===== src/rtl/rom_scan_controller.sv =====
// rom_scan_controller
//
// Scans one image out of a pixel ROM in raster order. Each pixel is streamed
// to a consumer over a valid/ready handshake. A start request latches the
// segment select. The controller then walks xoff/yoff across IMG_W x IMG_H.
// For each address it waits ROM_LAT cycles for the ROM data, registers the
// pixel with its coordinates, and holds it until the consumer accepts it.
// Accepted pixels equal to 1 are counted in a saturating counter.
//
// Ports
//   CLK           in   1   clock, rising edge
//   RST           in   1   asynchronous active-high reset
//   start         in   1   one-cycle scan request (honoured only when idle)
//   sel           in   3   ROM segment, sampled with start
//   abort         in   1   terminate the scan in progress, no done pulse
//   xoff / yoff   out  8   ROM column / row address
//   memorySelect  out  3   ROM segment select
//   pixel         in   1   ROM read data, valid ROM_LAT cycles after address
//   pix_out       out  1   streamed pixel value
//   pix_x / pix_y out  8   coordinates of pix_out
//   pix_valid     out  1   pix_out / pix_x / pix_y valid
//   pix_ready     in   1   consumer accepts the pixel
//   busy          out  1   scan in progress
//   done          out  1   one-cycle pulse after the last pixel is accepted
//   ones_count    out  16  accepted 1-pixels in the current or last scan
//
// Every output is a flop. The next values are decoded from the next state,
// so the outputs need no extra cycle of latency.

module rom_scan_controller #(
    parameter int IMG_W   = 160,
    parameter int IMG_H   = 120,
    parameter int ROM_LAT = 1
) (
    input  logic        CLK,
    input  logic        RST,
    input  logic        start,
    input  logic [2:0]  sel,
    input  logic        abort,
    output logic [7:0]  xoff,
    output logic [7:0]  yoff,
    output logic [2:0]  memorySelect,
    input  logic        pixel,
    output logic        pix_out,
    output logic [7:0]  pix_x,
    output logic [7:0]  pix_y,
    output logic        pix_valid,
    input  logic        pix_ready,
    output logic        busy,
    output logic        done,
    output logic [15:0] ones_count
);

    typedef enum logic [2:0] {
        IDLE = 3'd0,
        ADDR = 3'd1,
        WAIT = 3'd2,
        OUT  = 3'd3,
        DONE = 3'd4
    } state_t;

    localparam logic [7:0] X_LAST    = 8'(IMG_W - 1);
    localparam logic [7:0] Y_LAST    = 8'(IMG_H - 1);
    // WAIT is entered only when ROM_LAT >= 1; the counter runs ROM_LAT-1 down to 0.
    localparam logic [1:0] WAIT_INIT = (ROM_LAT > 0) ? 2'(ROM_LAT - 1) : 2'd0;

    state_t      state_r;
    state_t      state_s;
    logic [1:0]  wait_cnt_r;
    logic [1:0]  wait_cnt_s;
    logic [7:0]  xoff_s;
    logic [7:0]  yoff_s;
    logic [2:0]  msel_s;
    logic        pix_out_s;
    logic [7:0]  pix_x_s;
    logic [7:0]  pix_y_s;
    logic        pix_valid_s;
    logic        busy_s;
    logic        done_s;
    logic [15:0] ones_s;

    function automatic logic [15:0] sat_inc16(input logic [15:0] v);
        return (v == 16'hFFFF) ? v : v + 16'd1;
    endfunction

    // Next-state and next-output decode for the scan FSM.
    always_comb begin
        state_s     = state_r;
        wait_cnt_s  = wait_cnt_r;
        xoff_s      = xoff;
        yoff_s      = yoff;
        msel_s      = memorySelect;
        pix_out_s   = pix_out;
        pix_x_s     = pix_x;
        pix_y_s     = pix_y;
        pix_valid_s = pix_valid;
        ones_s      = ones_count;

        case (state_r)
            IDLE: begin
                if (start) begin
                    state_s = ADDR;
                    msel_s  = sel;
                    xoff_s  = 8'd0;
                    yoff_s  = 8'd0;
                    ones_s  = 16'd0;
                end else begin
                    state_s = IDLE;
                end
            end

            ADDR: begin
                if (abort) begin
                    state_s = IDLE;
                end else if (ROM_LAT == 0) begin
                    // Combinational ROM: the data is already valid in this cycle.
                    state_s     = OUT;
                    pix_out_s   = pixel;
                    pix_x_s     = xoff;
                    pix_y_s     = yoff;
                    pix_valid_s = 1'b1;
                end else begin
                    state_s    = WAIT;
                    wait_cnt_s = WAIT_INIT;
                end
            end

            WAIT: begin
                if (abort) begin
                    state_s = IDLE;
                end else if (wait_cnt_r == 2'd0) begin
                    state_s     = OUT;
                    pix_out_s   = pixel;
                    pix_x_s     = xoff;
                    pix_y_s     = yoff;
                    pix_valid_s = 1'b1;
                end else begin
                    wait_cnt_s = wait_cnt_r - 2'd1;
                end
            end

            OUT: begin
                // Abort wins over a same-cycle acceptance: that pixel is dropped uncounted.
                if (abort) begin
                    state_s     = IDLE;
                    pix_valid_s = 1'b0;
                end else if (pix_valid && pix_ready) begin
                    pix_valid_s = 1'b0;
                    if (pix_out) begin
                        ones_s = sat_inc16(ones_count);
                    end else begin
                        ones_s = ones_count;
                    end
                    if ((xoff == X_LAST) && (yoff == Y_LAST)) begin
                        state_s = DONE;
                    end else begin
                        state_s = ADDR;
                        if (xoff == X_LAST) begin
                            xoff_s = 8'd0;
                            yoff_s = yoff + 8'd1;
                        end else begin
                            xoff_s = xoff + 8'd1;
                        end
                    end
                end else begin
                    state_s = OUT;
                end
            end

            DONE: begin
                state_s = IDLE;
            end

            default: begin
                state_s     = IDLE;
                pix_valid_s = 1'b0;
            end
        endcase

        busy_s = (state_s == ADDR) || (state_s == WAIT) || (state_s == OUT);
        done_s = (state_s == DONE);
    end

    // State and output registers with asynchronous reset.
    always_ff @(posedge CLK or posedge RST) begin
        if (RST) begin
            state_r      <= IDLE;
            wait_cnt_r   <= 2'd0;
            xoff         <= 8'd0;
            yoff         <= 8'd0;
            memorySelect <= 3'd0;
            pix_out      <= 1'b0;
            pix_x        <= 8'd0;
            pix_y        <= 8'd0;
            pix_valid    <= 1'b0;
            busy         <= 1'b0;
            done         <= 1'b0;
            ones_count   <= 16'd0;
        end else begin
            state_r      <= state_s;
            wait_cnt_r   <= wait_cnt_s;
            xoff         <= xoff_s;
            yoff         <= yoff_s;
            memorySelect <= msel_s;
            pix_out      <= pix_out_s;
            pix_x        <= pix_x_s;
            pix_y        <= pix_y_s;
            pix_valid    <= pix_valid_s;
            busy         <= busy_s;
            done         <= done_s;
            ones_count   <= ones_s;
        end
    end

endmodule


===== config.mk =====
export PLATFORM = sky130hd
export DESIGN_NAME = rom_scan_controller
export DESIGN_NICKNAME = d
export VERILOG_FILES = /design/src/rtl/rom_scan_controller.sv
export SDC_FILE = /design/constraint.sdc
export NUM_CORES = 1
export LEC_CHECK = 0
export ABC_AREA = 1
export ABC_CLOCK_PERIOD_IN_PS = 2620
export CELL_PAD_IN_SITES_DETAIL_PLACEMENT = 1
export CELL_PAD_IN_SITES_GLOBAL_PLACEMENT = 1
export CORE_UTILIZATION = 35
export DETAILED_ROUTE_END_ITERATION = 7
export PLACE_DENSITY_LB_ADDON = 0.1
export SLEW_MARGIN = 30
export SYNTH_ARGS = -nofsm -noshare
export SYNTH_HDL_FRONTEND = slang
export SYNTH_SLANG_ARGS = --single-unit

===== constraint.sdc =====
create_clock -name CLK -period 2.62 [get_ports CLK]
set_clock_uncertainty 0.2 [all_clocks]
set_input_delay 0.262 -clock CLK [delete_from_list [all_inputs] [get_ports CLK]]
set_output_delay 0.262 -clock CLK [all_outputs]
set_load 0.05 [all_outputs]

==> impl_metrics.json, run 1 <==
{
  "gp_congestion": 0.7759,
  "syn-instance-count": 459,
  "max_freq_mhz": 469.0,
  "grt_usage_pct": 20.60,
  "root_buffer": "clkbuf_8",
  "clk_path_buf_depth": 2,
  "clock-sinks": 60,
  "maxCapViolCount": 0,
  "status": "finished, final reports clean",
  "cts_tree": "done",
  "grt_pass1_wl_mm": 16.06,
  "clkTransAtPathRegs_ns": 0.06,
  "antennaDiodeCount": 0,
  "numPortBuffers": 63,
  "crit_path_cell_trace": "clkdlybuf4s50_1",
  "worst_slew_margin_rel_pct": 63.12,
  "clk_latency_ns": 0.34,
  "start_kind": "flop",
  "min_period_over_period_pct": 81.38,
  "synth_mux_area_share_pct": 1.008,
  "path_buf_inv": 1,
  "worstPathArrival_ns": 1.67,
  "netlist_top_cells_area": "dfrtp_1 (45%), nand2_1 (20%), nor2_1 (6.2%)",
  "die_w_um": 99.85,
  "fp.dieH_um": 99.85,
  "boundaryPins": 64,
  "synth-seq-cells": 60,
  "wl_per_cell_um": 13.96,
  "worstSetupEndpointType": "primary output",
  "yosysTopAreaCell": "dfrtp_1",
  "worst_pin_slew_ns": 0.5515,
  "synth_area_per_cell_um2": 7.300,
  "finalSetupViolations": 0,
  "antenna_left": 0,
  "drt-pass1-iter-count": 4,
  "synth_nets": 472,
  "yosysWarnings": 0,
  "core_area_mm2": 0.009240,
  "rsz0062_at_grt": "no",
  "synthXorXnorAreaFrac_pct": 2.614,
  "syn-cell-area_mm2": 0.003351,
  "criticalPathCategory": "flop to primary output",
  "power_leakage_nw": 1.935,
  "synth_compound_area_share_pct": 5.751,
  "area_growth_pct": 27.48,
  "cts_inserted_buffers": 9,
  "whs_ns": 0.09816,
  "grt_overflow": 0,
  "drt_iter0_drc": 84,
  "synth-adder-area-share_pct": 1.494,
  "nets": 541,
  "grt_max_degree": 39,
  "post-cts-setup-buffers": 0,
  "wl_mm": 9.242,
  "fin_crit_ns": 2.132,
  "grt_pass1_vias": 3342,
  "cp_top_family": "buffers and inverters",
  "htreeDepth": 3,
  "p_per_area_mw_per_mm2": 757.7,
  "ctsHoldBuffers": 0,
  "cp_slowest_cell": "clkdlybuf4s50_1",
  "ir_drop_uv": 506.9,
  "worstPathMaxFanout": 7,
  "fp-row-count": 35,
  "synth.top_cell.area_share_pct": 44.81,
  "critPathMaxStageDelay_ns": 0.86,
  "final_max_slew_viol_count": 0,
  "drive_above_1_share_pct": 7.692,
  "cts_resized": 0,
  "fin_setup_tns_ns": 0,
  "grt_antenna_before_repair": 0,
  "place_hpwl_mm": 6.618,
  "via_per_inst": 4.769,
  "die_area_mm2": 0.009969,
  "synth_simple_gate_area_share_pct": 37.38,
  "hold_viol": 0,
  "vias": 3157,
  "synth_top_family_by_area": "simple AND/OR/NAND/NOR gates",
  "hold_class": "primary input to async pin",
  "drc": 0,
  "ys_types": 29,
  "start_util_pct": 36.26,
  "crit_required_ns": 2.16,
  "ys_seq_area_share_pct": 44.81
}
==> cell usage in the layout (no fill, tap or decap), drive strengths merged <==
| cell type | count |
|---|---|
| nand2 | 185 |
| clkdlybuf4s50 | 63 |
| nor2 | 61 |
| dfrtp | 60 |
| inv | 43 |
| nand3 | 32 |
| o21ai | 26 |
| clkbuf | 14 |
| nand4 | 7 |
| xnor2 | 5 |
| nor3 | 5 |
| xor2 | 5 |
| buf | 5 |
| a21oi | 4 |
| o21bai | 4 |
| ha | 4 |
| mux2 | 3 |
| or2 | 2 |
| nand3b | 2 |
| clkinv | 2 |
| o2111ai | 1 |
==> area by class of cell <==
class	instances	area (um2)
timing repair buffer	68	668.1
sequential	60	1501
inverter	43	161.4
tap	129	161.4
clock inverter	2	10.01
clock buffer	14	152.6
multi-input combinational	346	1617
fill	1194	4969
==> power by group <==
group / switching (mW) / leakage [nW] / internal (mW)
logic: 1.01 / 1.03 / 0.377
registers: 0.0886 / 0.822 / 1.04
clock network: 0.354 / 0.0844 / 0.368
==> metrics by stage <==
step / cell area [um2] / instances / setup WS [ns] / power (mW) / utilization, %
after floorplan: 3351 / 459 / 0.4209 / 2.175 / -
after global placement: 4109 / 646 / 0.4931 / 2.525 / 44.47
after detailed placement: 4109 / 646 / 0.4327 / 2.556 / 44.47
after CTS: 4272 / 662 / 0.4577 / 3.293 / 46.23
after global routing: 4272 / 662 / 0.3263 / 3.450 / 46.23
final: 4272 / 662 / 0.4879 / 3.237 / 46.23
==> cell usage after synthesis, drive strengths merged <==
master / count
nand2: 185
nor2: 61
dfrtp: 60
inv: 43
nand3: 32
o21ai: 26
buf: 8
nand4: 7
nor3: 5
xnor2: 5
xor2: 5
a21oi: 4
ha: 4
o21bai: 4
mux2: 3
clkbuf: 2
nand3b: 2
or2: 2
o2111ai: 1
==> cell families (layout without fill, tap and decap cells) <==
group           after synthesis  in the layout
simple gates                294            294
compound gates               35             35
xor+xnor                     10             10
mux                           3              3
buf+inv                      53            127
fa+ha+maj                     4              4
flops                        60             60
==> flip-flops by register name, summed over array words and instances (netlist names) <==
name and count:
busy 1, done 1, memorySelect 3, ones_count 16
pix_out 1, pix_valid 1, pix_x 8, pix_y 8
state_r 3, wait_cnt_r 2, xoff 8, yoff 8
==> metal layers <==
metal	routed length, um	part of all wire, %	GRT usage (%)
met2	4478	48	35.17
met5	0	0	0
met4	74	0.80	4.525
met3	348	3.8	5.014
met1	4341	47	26.43
==> worst paths after layout <==
kind | from | to | slack, ns | depth (start not counted)
worst max-delay path | yoff[4]$_DFFE_PP0P_ | yoff[4] | 0.49 | 1
worst min-delay path | RST | wait_cnt_r[1]$_DFFE_PP0P_ | 0.1 | 3
worst max register to register | state_r[2]$_DFF_PP0_ | ones_count[4]$_DFFE_PP0P_ | 0.57 | 8
worst min register to register | pix_y[4]$_DFFE_PP0P_ | pix_y[4]$_DFFE_PP0P_ | 0.27 | 2
max in group asynchronous | RST | pix_x[3]$_DFFE_PP0P_ | 1.66 | 3
min in group CLK | pix_y[4]$_DFFE_PP0P_ | pix_y[4]$_DFFE_PP0P_ | 0.27 | 2
==> worst reg2reg max path: stages (launching register included) <==
cell and delay (ns):
dfrtp_1 0.39, inv_1 0.09, nand2_1 0.11, nor2_4 0.35, a21oi_1 0.12, nor2_1 0.14
nand3_2 0.32, nand2_1 0.16, nand2_1 0.07
(Power assumes the default switching activity.)
==> run 2: changes to the inputs <==
--- a/config.mk
+++ b/config.mk
@@ -6,10 +6,10 @@
 export NUM_CORES = 1
 export LEC_CHECK = 0
 export ABC_AREA = 1
-export ABC_CLOCK_PERIOD_IN_PS = 2620
+export ABC_CLOCK_PERIOD_IN_PS = 1900
 export CELL_PAD_IN_SITES_DETAIL_PLACEMENT = 1
 export CELL_PAD_IN_SITES_GLOBAL_PLACEMENT = 1
-export CORE_UTILIZATION = 35
+export CORE_UTILIZATION = 34
 export DETAILED_ROUTE_END_ITERATION = 7
 export PLACE_DENSITY_LB_ADDON = 0.1
 export SLEW_MARGIN = 30
==> constraint.sdc (replaced) <==
create_clock -name CLK -period 1.9 [get_ports CLK]
set_clock_uncertainty 0.2 [all_clocks]
set_input_delay 0.19 -clock CLK [delete_from_list [all_inputs] [get_ports CLK]]
set_output_delay 0.19 -clock CLK [all_outputs]
set_load 0.05 [all_outputs]
==> run 2 against run 1 <==
- cell area up 8.1%
- worst hold slack worse by 0.019 ns
- register-to-register slack lost 0.47 ns
- largest power group unchanged
- core utilization grew 3.1 points
- critical path depth increased by 8
- combinational power rose by 63%
- critical endpoint is now ones_count[8]$_DFFE_PP0P_
- clock power grew 84%
- sequential share of layout area fell by 2.3 points
- cell count grew 5.3%
- setup slack got worse by 0.39 ns
- via count grew 3.7%
- non-clock buffer count is 35 higher
==> impl_metrics.json, run 2 (synthesized netlist as in run 1, its figures left out) <==
{
  "gp_congestion": 0.8089,
  "fp.dieH_um": 101.3,
  "grt_use_met2_pct": 37.57,
  "cp_top_family": "simple AND/OR/NAND/NOR gates",
  "critPathLaunch": "state_r[1]$_DFF_PP0_",
  "antenna_left": 0,
  "fin_setup_tns_ns": 0,
  "drc": 0,
  "worstSetupEndpointType": "flop",
  "worstPathMaxFanout": 16,
  "boundaryPins": 64,
  "reg2reg_from": "state_r[1]$_DFF_PP0_",
  "die_w_um": 101.3,
  "power.total_mw": 5.163,
  "final_max_slew_viol_count": 0,
  "core_area_mm2": 0.009371,
  "cts_tree": "done",
  "place_hpwl_mm": 7.319,
  "grt_overflow": 0,
  "min_period_over_period_pct": 94.98,
  "worst_pin_slew_ns": 0.5186,
  "wl_mm": 9.959,
  "wl_per_cell_um": 14.29,
  "hold_class": "primary input to async pin",
  "die_area_mm2": 0.01026,
  "antennaDiodeCount": 0,
  "use_met1_pct": 25.75,
  "hold_viol": 0,
  "clkTransAtPathRegs_ns": 0.07,
  "grt_usage_pct": 21.21,
  "final_cell_mix": "nand2_1 (176), buf_4 (87), nor2_1 (53)",
  "vias": 3273,
  "power_leakage_nw": 2.254,
  "drive_above_1_share_pct": 27.29,
  "criticalPathCategory": "flop to flop",
  "clk_latency_ns": 0.35,
  "ir_drop_uv": 456.4,
  "clk_path_buf_depth": 2,
  "area_growth_pct": 37.86,
  "grt.met3_usage_pct": 4.141,
  "largest_reg_flops": 16,
  "place_ws_ns": 0.06660,
  "rsz0062_at_grt": "yes",
  "dp.cells": 681,
  "path_common_cell": "nand2_1",
  "timing.final.ws_setup_ns": 0.09530,
  "drt-pass1-iter-count": 4,
  "fin_crit_ns": 1.805,
  "final_util_pct": 49.29,
  "fin_cells": 697,
  "post-cts-setup-buffers": 0,
  "crit_path_cell_trace": "inv_2, nor2_1, nand2_2, or2_2, nand2_1, nor2_4, buf_12, nand2_1, nand2_1",
  "cp_slowest_cell": "dfrtp_1",
  "ctsHoldBuffers": 0,
  "nets": 577,
  "regMostFlops": "ones_count",
  "drt_iter0_drc": 81,
  "grt_max_degree": 61,
  "grt_pass1_wl_mm": 16.67,
  "critPathMaxStageDelay_ns": 0.41,
  "worstPathArrival_ns": 1.83,
  "path_buf_inv": 2,
  "gr-max-usage-layer": "met2",
  "root_buffer": "clkbuf_8",
  "max_freq_mhz": 554.1,
  "start_kind": "flop",
  "worst_slew_margin_rel_pct": 65.56,
  "final_common_cell": "nand2_1",
  "p_per_area_mw_per_mm2": 1118,
  "crit_required_ns": 1.93,
  "finalSetupViolations": 0,
  "grt_antenna_before_repair": 0,
  "via_per_inst": 4.696,
  "clock-sinks": 60,
  "numPortBuffers": 63,
  "cts_inserted_buffers": 9,
  "num-fill-cells": 1209,
  "grt_pass1_vias": 3433,
  "start_util_pct": 35.75,
  "maxCapViolCount": 0,
  "htreeDepth": 3,
  "fp-row-count": 35,
  "status": "finished, final reports clean"
}
==> run 2: through the flow <==
step                      area (um2)  hold slack, ns
after floorplan                 3398         0.09552
after global placement          4342          0.2582
after detailed placement        4342          0.2628
after CTS                       4561         0.09187
after global routing            4619          0.1035
final                           4619         0.07960
==> run 2: power by group <==
group	internal, mW	leakage (nW)	switching [mW]
combinational	0.755	1.34	1.51
sequential	1.44	0.803	0.133
clock	0.801	0.111	0.525
==> run 2: path summary, 6_finish.rpt <==
check	slack [ns]	end	depth (start not counted)
max reg2reg	0.1	ones_count[8]$_DFFE_PP0P_	9
min in group CLK	0.21	pix_out$_DFFE_PP0P_	3
min reg2reg	0.28	pix_y[2]$_DFFE_PP0P_	2
min	0.08	done$_DFF_PP0_	3
max in group asynchronous	1.13	xoff[3]$_DFFE_PP0P_	3
max	0.1	ones_count[8]$_DFFE_PP0P_	9
==> run 2: final cells by class <==
class / count / area (um2) / share of cell area [%]
clock inverters: 4 / 72.57 / 1.571
repair buffers: 103 / 848.3 / 18.36
inverters: 43 / 165.2 / 3.575
well taps: 129 / 161.4 / 3.494
flip-flops and latches: 60 / 1516 / 32.83
clock buffers: 11 / 151.4 / 3.277
multi-input cells: 347 / 1704 / 36.89
==> run 2: timing repair <==
item                                    4_1_cts  5_1_grt
cloned                                        0        1
pin swaps                                     0        3
resized for setup                             4       13
endpoints found under the setup margin        4       34
==> run 2: worst min-delay path, stage by stage <==
cell and delay [ns]:
clkdlybuf4s50_1 0.44, clkinvlp_4 0.10, buf_12 0.29
==> run 2: metal layers <==
metal | vias to the layer above | part of all wire (%)
met2 | 49 | 51
met1 | 1562 | 45
met4 | 0 | 1.3
met3 | 12 | 2.8
met5 | - | 0
li1 | 1650 | -
==> patch, RTL diff (settings of run 1) <==
Re-encode `state_t` (5 states) as one-hot, 5 bits wide.
--- a/src/rtl/rom_scan_controller.sv
+++ b/src/rtl/rom_scan_controller.sv
@@ -52,10 +52,10 @@
 );
 
-    typedef enum logic [2:0] {
-        IDLE = 3'd0,
-        ADDR = 3'd1,
-        WAIT = 3'd2,
-        OUT  = 3'd3,
-        DONE = 3'd4
+    typedef enum logic [4:0] {
+        IDLE = 5'b00001,
+        ADDR = 5'b00010,
+        WAIT = 5'b00100,
+        OUT  = 5'b01000,
+        DONE = 5'b10000
     } state_t;
 
Formal check against the unedited RTL: no difference found for any inputs over 10 cycles, from zero or initial values and one cycle with RST high; not proved beyond that.
==> patch against run 1 <==
Maximum frequency down 7.2%; cell area increased by 7.1%; setup slack got worse by 170 ps; critical path type is now reg -> reg; total power fell by 0.48%; highest routed layer unchanged; utilization up 0.13 points; register-to-register slack worse by 250 ps; sequential cell count up 2; largest cell class unchanged; area after synthesis up 7.6%; wire length grew 9.7%.
==> patch: results (changes against run 1) <==
- Gpl congestion: 0.796 (was 0.776)
- First DRT Iteration DRCs: 122 (was 84)
- Status: completed (unchanged)
- DR vias: 3353 (was 3157)
- GRT Util Overall: 0.201 (was 0.206)
- Vias in the first global route: 3507 (was 3342)
- Metal1 wirelength: 4.99 mm (was 4.34 mm)
- Pin count of the biggest net entering global routing: 39 (unchanged)
- Top reg by flops: ones_count (unchanged)
- Fill count: 1239 (was 1194)
- Crit Reg-Reg Startpoint: ones_count[0] (was state_r[2])
- Mean routed wirelength per cell: 14.6 um (was 14.0 um)
- Reg2reg path depth: 10 (was 8)
- Distinct cells, synth: 34 (was 29)
- Met3 wire len: 261 um (was 348 um)
- Static leakage: 2.09 nW (was 1.93 nW)
- Synthesized net count: 500 (was 472)
- Post-synth top cells: nand2_1, dfrtp_1, nand3_1 (was nand2_1, dfrtp_1, nor2_1)
- Post-Synthesis Cells: 487 (was 459)
- Async SR Flop Fraction: 1.00 (unchanged)
- Layout cells sized above 1: 0.111 (was 0.0769)
- Worst Path Max Fanout: 8 (was 7)
- DPL Wire Length: 7.37 mm (was 6.62 mm)
- Dominant cells by area after synthesis: dfrtp_1, nand2_1, nand3_1 (was dfrtp_1, nand2_1, nor2_1)
- Seq/Total Area, Yosys: 0.431 (was 0.448)
- Dpl cells: 677 (was 646)
- Peak VDD IR: 450 uV (was 507 uV)
- Reg2reg end: ones_count[9] (was ones_count[4])
- Worst-Skew Late Latency: 340 ps (about the same)
- Global-route wire length before repair: 17.4 mm (was 16.1 mm)
- Port bufs: 63 (unchanged)
- Routed wire length on met2: 4.82 mm (was 4.48 mm)
- WP data arrival: 2330 ps (was 1670 ps)
- Hold Crit Class: in -> async (unchanged)
- Reg2Reg Setup Slack: 320 ps (was 570 ps)
- Fin nets: 568 (was 541)
- Worst slew pin tran: 565 ps (was 551 ps)
- Final wirelength: 10.1 mm (was 9.24 mm)
## patch: cell types whose count changed after synthesis, moves of 3 or more
cell / delta
nor3b_1: +3
o21ai_1: -10
o21ai_2: +9
nand4_1: +5
o21ai_0: -10
inv_1: +4
nand2_1: -5
mux2_2: -3
nand3_1: +28
nor2_2: +8
## patch: routing by layer
metal,GRT usage,vias to the layer above
met5,0,-
met4,0.0455,0
met2,0.341,46
li1,-,1684
met1,0.267,1616
met3,0.0365,7
## patch: critical path: stages (launching register included)
cell,delay [ps]
dfrtp_1,500
ha_1,290
inv_1,70
nor2_2,200
nand2_1,140
nor2_2,200
inv_1,80
nand3_2,190
nand2_2,160
nand2_1,100
nand2_1,60
## patch: logic make-up (layout without fill, tap and decap cells)
kind of cell | after synthesis | in the layout | synth area share
simple gates | 333 | 333 | 0.418
compound gates | 23 | 23 | 0.0486
buf+inv | 58 | 131 | 0.0718
xor+xnor | 7 | 7 | 0.0170
fa+ha+maj | 4 | 4 | 0.0139
flops | 62 | 62 | 0.431
## patch: worst max path at each step
stage	from	to	slack, ps
floorplan	ones_count[0]	ones_count[12]	430
global placement	ones_count[0]	ones_count[15]	410
detailed placement	ones_count[0]	ones_count[9]	320
CTS	ones_count[0]	ones_count[9]	290
global route	ones_count[0]	ones_count[9]	80
finish	ones_count[0]	ones_count[9]	320
## patch: through the flow
step	hold WS (ps)	power, mW	cell area, um2	setup WS [ps]	utilization
3_5_place_dp	262	2.37	4370	322	0.443
5_1_grt	163	3.40	4570	82.0	0.464
6_report	104	3.22	4570	322	0.464
3_3_place_gp	255	2.35	4370	411	0.443
2_1_floorplan	179	2.03	3610	434	-
4_1_cts	121	3.26	4570	292	0.464
## patch: power breakdown
part,internal (mW),switching [mW]
Sequential,1.09,0.0861
Combinational,0.345,0.822
Clock,0.487,0.390
Total,1.92,1.30
## patch: area by class of cell
cell class / instances / area share
Sequential cell: 62 / 0.340
Multi-Input combinational cell: 367 / 0.392
Clock inverter: 4 / 0.00985
Clock buffer: 12 / 0.0339
Tap cell: 133 / 0.0364
Inverter: 47 / 0.0391
Timing Repair Buffer: 68 / 0.149
